--- config.mk ---
export PLATFORM = sky130hd
export DESIGN_NAME = hazard_ctrl
export DESIGN_NICKNAME = d
export VERILOG_FILES = /design/src/rtl/hazard_ctrl.sv
export SDC_FILE = /design/constraint.sdc
export NUM_CORES = 1
export LEC_CHECK = 0
export ABC_AREA = 1
export CAP_MARGIN = 20
export CORE_ASPECT_RATIO = 0.6
export CORE_MARGIN = 2
export CORE_UTILIZATION = 43
export CTS_CLUSTER_SIZE = 14
export DETAILED_ROUTE_END_ITERATION = 6
export PLACE_DENSITY = 0.76
export REMOVE_ABC_BUFFERS = 1
export SYNTH_ARGS = -nofsm -noshare
export SYNTH_HDL_FRONTEND = slang
export SYNTH_SLANG_ARGS = --single-unit
--- constraint.sdc ---
create_clock -name clk -period 1.7 [get_ports clk]
set_input_delay 0.425 -clock clk [delete_from_list [all_inputs] [get_ports clk]]
set_output_delay 0.425 -clock clk [all_outputs]
set_load 0.05 [all_outputs]
--- src/rtl/hazard_ctrl.sv ---
// hazard_ctrl: pipeline hazard controller placed after the forwarding unit.
// It turns load-use, branch-taken and memory-wait requests into per-stage
// stall and flush controls. It also owns the WB lock register. That register
// holds the WB result that would otherwise be lost while a load-use stall is
// in progress, and replays it to EX. Two saturating counters track stall
// cycles and branch flush events.
//
// Ports
//   clk, rst                  clock, synchronous active-high reset
//   load_use_stall_flush      load-use hazard from the forwarding unit
//   load_use_wb_lock_signal   other EX source comes from WB and must be locked
//   load_use_rs_lock_num      source to lock: 0=rs1, 1=rs2
//   WB_rd_data                value currently being written back
//   branch_taken              EX branch/jump resolved taken
//   IM_stall, DM_stall        instruction / data memory not ready
//   *_stall, *_flush          per-stage hold / bubble controls (combinational)
//   lock_forward_*            lock register valid / target source / data
//   stall_cnt, flush_cnt      saturating performance counters
module hazard_ctrl #(
  parameter int DATA_W = 32,
  parameter int CNT_W  = 32
) (
  input  logic              clk,
  input  logic              rst,
  input  logic              load_use_stall_flush,
  input  logic              load_use_wb_lock_signal,
  input  logic              load_use_rs_lock_num,
  input  logic [DATA_W-1:0] WB_rd_data,
  input  logic              branch_taken,
  input  logic              IM_stall,
  input  logic              DM_stall,
  output logic              PC_stall,
  output logic              IF_ID_stall,
  output logic              ID_EX_stall,
  output logic              EX_MEM_stall,
  output logic              MEM_WB_stall,
  output logic              IF_ID_flush,
  output logic              ID_EX_flush,
  output logic              EX_MEM_flush,
  output logic              lock_forward_signal,
  output logic              lock_forward_rs,
  output logic [DATA_W-1:0] lock_forward_data,
  output logic [CNT_W-1:0]  stall_cnt,
  output logic [CNT_W-1:0]  flush_cnt
);

  typedef enum logic {IDLE = 1'b0, LOCKED = 1'b1} state_t;

  state_t state, state_nxt;
  logic   mem_wait, lu, capture, any_stall;

  localparam logic [CNT_W-1:0] CNT_ONE = {{(CNT_W-1){1'b0}}, 1'b1};

  assign mem_wait = IM_stall | DM_stall;
  // A second load-use report while locked refers to the same stalled instr.
  assign lu       = load_use_stall_flush & (state == IDLE);

  always_comb begin
    PC_stall     = 1'b0;
    IF_ID_stall  = 1'b0;
    ID_EX_stall  = 1'b0;
    EX_MEM_stall = 1'b0;
    MEM_WB_stall = 1'b0;
    IF_ID_flush  = 1'b0;
    ID_EX_flush  = 1'b0;
    EX_MEM_flush = 1'b0;
    capture      = 1'b0;
    state_nxt    = state;

    if (rst) begin
      state_nxt = IDLE;
    end else if (mem_wait) begin
      PC_stall     = 1'b1;
      IF_ID_stall  = 1'b1;
      ID_EX_stall  = 1'b1;
      EX_MEM_stall = 1'b1;
      MEM_WB_stall = 1'b1;
    end else begin
      // The EX instr advances this cycle, so any held lock has been consumed.
      if (state == LOCKED) state_nxt = IDLE;
      if (lu) begin
        // Branch is ignored here because the EX instr is not yet valid.
        PC_stall     = 1'b1;
        IF_ID_stall  = 1'b1;
        ID_EX_stall  = 1'b1;
        EX_MEM_flush = 1'b1;
        if (load_use_wb_lock_signal) begin
          capture   = 1'b1;
          state_nxt = LOCKED;
        end
      end else if (branch_taken) begin
        IF_ID_flush = 1'b1;
        ID_EX_flush = 1'b1;
      end
    end
  end

  assign any_stall = PC_stall | IF_ID_stall | ID_EX_stall | EX_MEM_stall | MEM_WB_stall;
  assign lock_forward_signal = (state == LOCKED);

  always_ff @(posedge clk) begin
    if (rst) begin
      state             <= IDLE;
      lock_forward_rs   <= 1'b0;
      lock_forward_data <= '0;
      stall_cnt         <= '0;
      flush_cnt         <= '0;
    end else begin
      state <= state_nxt;
      if (capture) begin
        lock_forward_data <= WB_rd_data;
        lock_forward_rs   <= load_use_rs_lock_num;
      end
      if (any_stall && (stall_cnt != '1)) stall_cnt <= stall_cnt + CNT_ONE;
      if (IF_ID_flush && (flush_cnt != '1)) flush_cnt <= flush_cnt + CNT_ONE;
    end
  end

endmodule
* Word-level counts from Yosys, hierarchy flattened
Index checks and enable logic that the tools add are counted.
** Storage, ports and cells
- Bits of input ports :: 40
- Word-level logic and storage cells :: 31
- Output and inout bits :: 106
- Register bits after elaboration :: 98
** Cells by class
- Equality and inequality tests :: 2
- Reductions and logical operators :: 2
- Bitwise gates (word level) :: 5
- Add/subtract/negate cells :: 2
- Mux-type cells :: 15
** Operators by type and width (count)
- adder 32 x 1 -> 32 bit, second input constant :: 2
- inequality test 32 bit, second input constant :: 2
- 2-to-1 mux 1 bit :: 15
- OR 1 bit :: 3
- logical AND 1 bit :: 2
- AND 1 bit :: 1
- inverter 1 bit :: 1

* Longest topological paths before layout
- Depth in word-level cells :: 8
- Depth in mapped cells :: 11
- Depth with buffers taken out :: 11

* Least setup slack after synthesis
OpenSTA, ideal clock, no wires.
- Kind :: reg2out
- Start point :: register state (netlist: lock_forward_signal)
- End point :: output port IF_ID_flush
- Path slack :: -0.784 ns
- Buffers on the path :: 1
- Stages on the path, launching flop included :: 6
- Data arrival time :: 2.059 ns
- Required time :: 1.275 ns
- Cell sequence :: dfxtp_1 > inv_1 > nand2_1 > nand2_1 > nor2_1 > buf_4
** On the way
- Cells in the longest elaborated chain, start to end :: 5
** RTL lines
- start: declaration :: line 49 : state_t state, state_nxt;
- start signal: assignment :: line 109 : state <= state_nxt;
- inverter 1 bit :: line 56 : assign lu = load_use_stall_flush & (state == IDLE);
- AND 1 bit :: line 56
- 2-to-1 mux 1 bit (3 in series)
- end: declaration :: line 37 : output logic IF_ID_flush,
No other way between the ends.

* Final worst setup path
- Start point :: register stall_cnt[10]
- End point :: register stall_cnt[21]
** On the way
- Cells in the longest elaborated chain, start to end :: 2
- Elaborated cells between the ends (all ways) :: 3
- Classes of those cells :: add/sub (1); eq/ne (1); reduce/logical (1)
** RTL lines
- start: declaration :: line 43 : output logic [CNT_W-1:0] stall_cnt,
- start signal: assignment :: line 114 : if (any_stall && (stall_cnt != '1)) stall_cnt <= stall_cnt + CNT_ONE;
- parallel branches: the longest is 2 deep, another holds adder 32 x 1 -> 32 bit
Parallel ways; which one is timed is not known.
A chain may end at the register's enable or synchronous reset.

==> impl_results.html <==
<table>
<tr><th>Metric</th><th>Value</th></tr>
<tr><th colspan="2">Yosys</th></tr>
<tr><td>Flip-flop and latch count after synthesis</td><td>98</td></tr>
<tr><td>Proportion of synthesized chip area in sequential cells</td><td>38.74%</td></tr>
<tr><td>YS warnings</td><td>0</td></tr>
<tr><td>Cell area after synthesis</td><td>5065 µm²</td></tr>
<tr><td>Synth unique cells</td><td>25</td></tr>
<tr><td>Number of instances in the synthesized netlist</td><td>800</td></tr>
<tr><td>Per-instance average area after synthesis</td><td>6.331 µm²</td></tr>
<tr><th colspan="2">Floorplanning</th></tr>
<tr><td>Number of placement rows</td><td>30</td></tr>
<tr><td>Floorplan Core Area</td><td>11,370 µm²</td></tr>
<tr><td>IO Count</td><td>146</td></tr>
<tr><td>Die width</td><td>144.1 µm</td></tr>
<tr><td>Chip height</td><td>88.07 µm</td></tr>
<tr><td>Starting density of the core</td><td>44.53%</td></tr>
<tr><td>Area of the die</td><td>12,690 µm²</td></tr>
<tr><th colspan="2">Power</th></tr>
<tr><td>Switching part of the total</td><td>27.04%</td></tr>
<tr><td>Relative contribution of combinational cells to total power</td><td>14.3%</td></tr>
<tr><td>Total leakage power</td><td>3.684 nW</td></tr>
<tr><td>Part of the total power dissipated in the clock network</td><td>38.9%</td></tr>
<tr><td>Design Power</td><td>5.025 mW</td></tr>
<tr><td>Fraction of power consumed by sequential logic</td><td>46.8%</td></tr>
<tr><td>Cell Int Power</td><td>3.667 mW</td></tr>
<tr><td>Power per standard cell area</td><td>564.8 nW/µm²</td></tr>
<tr><td>Sw Pwr</td><td>1.359 mW</td></tr>
<tr><td>VDD IR-drop max</td><td>0.0005054 V</td></tr>
<tr><th colspan="2">Drt</th></tr>
<tr><td>Via density per instance</td><td>5.116</td></tr>
<tr><td>Number of DRC violations after detailed routing</td><td>0</td></tr>
<tr><td>Number of nets still failing antenna checks after routing</td><td>0</td></tr>
<tr><td>Routed len/inst</td><td>15.46 µm</td></tr>
<tr><td>Number of optimization iterations in the first detailed-route pass</td><td>5</td></tr>
<tr><td>Overall via count from detail_route</td><td>6,221</td></tr>
<tr><td>Final routed wirelength across all metal layers</td><td>18.80 mm</td></tr>
<tr><td>Detailed Route Iter0 Violations</td><td>588</td></tr>
<tr><th colspan="2">Global routing</th></tr>
<tr><td>GRT Total Usage</td><td>27.99%</td></tr>
<tr><td>Number of global-route vias before repair</td><td>5,624</td></tr>
<tr><td>Leftover overflow at the end of global routing</td><td>0</td></tr>
<tr><td>Wire length of the first global-routing pass</td><td>27.73 mm</td></tr>
<tr><td>Number of antenna violations at the first check in global routing</td><td>0</td></tr>
<tr><td>Pin count of the biggest net entering global routing</td><td>41</td></tr>
<tr><th colspan="2">Timing</th></tr>
<tr><td>Pins over their slew limit</td><td>0</td></tr>
<tr><td>Time the final worst path needs with I/O delays and setup</td><td>1727 ps</td></tr>
<tr><td>Period utilization</td><td>101.6%</td></tr>
<tr><td>Post-Route Skew</td><td>4.290 ps</td></tr>
<tr><td>Crit path setup slack, layout</td><td>-26.92 ps</td></tr>
<tr><td>Setup violation total in the final timing report</td><td>2</td></tr>
<tr><td>Headroom to the max-slew limit</td><td>77.34%</td></tr>
<tr><td>Pin slew with the least headroom to its limit</td><td>340.0 ps</td></tr>
<tr><td>Total negative setup slack</td><td>-32.45 ps</td></tr>
<tr><td>Achievable frequency</td><td>579.1 MHz</td></tr>
<tr><td>Setup repair after global routing missed its margin</td><td>true</td></tr>
<tr><td>Final Hold Vio Count</td><td>0</td></tr>
<tr><th colspan="2">Clock network</th></tr>
<tr><td>Clock Sink Count</td><td>98</td></tr>
<tr><td>Hold buffers post-CTS</td><td>0</td></tr>
<tr><td>Root Driver</td><td>sky130_fd_sc_hd__clkbuf_16</td></tr>
<tr><td>Skew-Pair Late Insertion Delay</td><td>340 ps</td></tr>
<tr><td>TritonCTS clock tree</td><td>yes</td></tr>
<tr><td>Post-CTS clock slew at the launch and capture registers of the worst setup and hold paths</td><td>70 ps</td></tr>
<tr><td>Buffer depth of the longest clock path</td><td>2</td></tr>
<tr><td>CTS HTree Levels</td><td>3</td></tr>
<tr><td>Cts bufs inserted</td><td>9</td></tr>
<tr><th colspan="2">Setup path</th></tr>
<tr><td>Sort of element at the end of the critical path</td><td>flop</td></tr>
<tr><td>CP required</td><td>1940 ps</td></tr>
<tr><td>Critical setup path kind</td><td>reg2reg</td></tr>
<tr><td>Type of origin of the critical path</td><td>flop</td></tr>
<tr><td>Worst R2R Path Depth</td><td>9</td></tr>
<tr><td>Peak fanout along the critical path</td><td>3</td></tr>
<tr><td>Arrival @ worst endpoint</td><td>1970 ps</td></tr>
<tr><th colspan="2">Cells and area</th></tr>
<tr><td>Commonest non-fill, non-tap cell in the layout</td><td>sky130_fd_sc_hd__nor2_1</td></tr>
<tr><td>Final nets</td><td>1,094</td></tr>
<tr><td>P&amp;R area growth vs syn</td><td>75.67%</td></tr>
<tr><td>Post-layout util</td><td>78.23%</td></tr>
<tr><td>Total inserted antenna cells</td><td>0</td></tr>
<tr><td>Most frequent cells in the layout</td><td>208 x sky130_fd_sc_hd__nor2_1, 168 x sky130_fd_sc_hd__nand2_1, 135 x sky130_fd_sc_hd__buf_4</td></tr>
<tr><td>Ratio of cells with drive above 1 in the final layout</td><td>33.62%</td></tr>
<tr><th colspan="2">Run</th></tr>
<tr><td>Maximum capacitance violations</td><td>0</td></tr>
<tr><th colspan="2">Status</th></tr>
<tr><td>Violated checks</td><td>setup timing</td></tr>
<tr><td>Result of the run</td><td>finished, violations left</td></tr>
<tr><th colspan="2">Placement</th></tr>
<tr><td>Worst-case setup slack after placement</td><td>-467.1 ps</td></tr>
<tr><td>Global placer's final weighted congestion</td><td>0.9810</td></tr>
<tr><td>I/O Buffers</td><td>145</td></tr>
<tr><td>Detailed Place HPWL</td><td>13.56 mm</td></tr>
<tr><th colspan="2">Min path</th></tr>
<tr><td>Number of cells on the worst hold path</td><td>2</td></tr>
<tr><td>Worst hold path class</td><td>reg2reg</td></tr>
</table>
repair_timing:
item / in CTS / in global routing
cloned: 0 / 3
gates resized for setup: 20 / 107
buffers inserted: 6 / 6
setup endpoints to repair: 38 / 68
pin swaps: 8 / 29
area by class of cell:
class                      instances  area (µm²)
fill                             793        2476
clock inverter                     6       52.55
inverter                          63       241.5
sequential                        98        1983
clock buffer                       9       225.2
multi-input combinational        611        2994
timing repair buffer             269        3201
tap                              160       200.2
metrics by stage:
step / hold WS, ps / std cells / instance area [µm²]
2_1_floorplan: 494.1 / 772 / 4900
5_1_grt: 507.9 / 1216 / 8897
6_report: 485.4 / 1216 / 8897
3_3_place_gp: 462.4 / 1187 / 8138
4_1_cts: 488.6 / 1208 / 8481
3_5_place_dp: 472.6 / 1187 / 8138
power groups by stage:
| stage | clock [mW] | sequential (mW) | combinational, mW |
|---|---|---|---|
| after floorplan | 0 | 2.51 | 0.183 |
| after global placement | 0 | 2.40 | 0.658 |
| after CTS | 1.98 | 2.34 | 0.682 |
| after global routing | 2.08 | 2.35 | 0.767 |
| final | 1.95 | 2.35 | 0.720 |
| after detailed placement | 0 | 2.40 | 0.668 |
sequential cells by signal, indices dropped and copies added (netlist names):
register             cells
flush_cnt               32
lock_forward_data       32
stall_cnt               32
lock_forward_rs          1
lock_forward_signal      1
kinds of logic after synthesis:
family          synth area share [%]
simple gates                   42.61
compound gates                 9.190
fa+ha+maj                     0.4940
xor+xnor                       1.038
buf+inv                        7.930
flops                          38.74
path summary, 6_finish.rpt:
kind,from,to,slack [ps]
worst max-delay path,stall_cnt[10]$_SDFFE_PP0P_,stall_cnt[21]$_SDFFE_PP0P_,-30
worst min-delay path,lock_forward_data[25]$_SDFFE_PP0P_,lock_forward_data[25]$_SDFFE_PP0P_,490
worst max register to register,stall_cnt[10]$_SDFFE_PP0P_,stall_cnt[21]$_SDFFE_PP0P_,-30
worst min register to register,lock_forward_data[25]$_SDFFE_PP0P_,lock_forward_data[25]$_SDFFE_PP0P_,490
synthesized netlist by cell type (all sizes together):
library cell,n,area (µm²)
a21oi,51,255.2
buf,20,135.1
clkbuf,8,30.03
dfxtp,98,1962
ha,2,25.02
inv,63,236.5
nand2,189,744.5
nand3,67,360.4
nand3b,2,15.01
nand4,8,50.05
nor2,238,950.9
nor3,5,30.03
nor3b,1,7.510
o21ai,42,210.2
xnor2,1,8.760
xor2,5,43.79
routing by layer:
| metal | up-vias | GRT usage, % | wire length (µm) |
|---|---|---|---|
| li1 | 3026 | - | - |
| met1 | 2823 | 39.63 | 8084 |
| met2 | 345 | 40.17 | 7865 |
| met3 | 27 | 10.44 | 2525 |
| met4 | 0 | 7.041 | 324 |
| met5 | - | 0 | 0 |
critical path, cell delays in order, from the launching register on:
cell and delay [ps]:
sky130_fd_sc_hd__dfxtp_1 400, sky130_fd_sc_hd__nand2_1 160, sky130_fd_sc_hd__nor2_1 260, sky130_fd_sc_hd__nand2_1 150, sky130_fd_sc_hd__inv_1 120, sky130_fd_sc_hd__nand3_1 170
sky130_fd_sc_hd__nor2_2 190, sky130_fd_sc_hd__nand3_2 80, sky130_fd_sc_hd__nand2_1 60, sky130_fd_sc_hd__nor2_1 40
(Power assumes the default switching activity.)
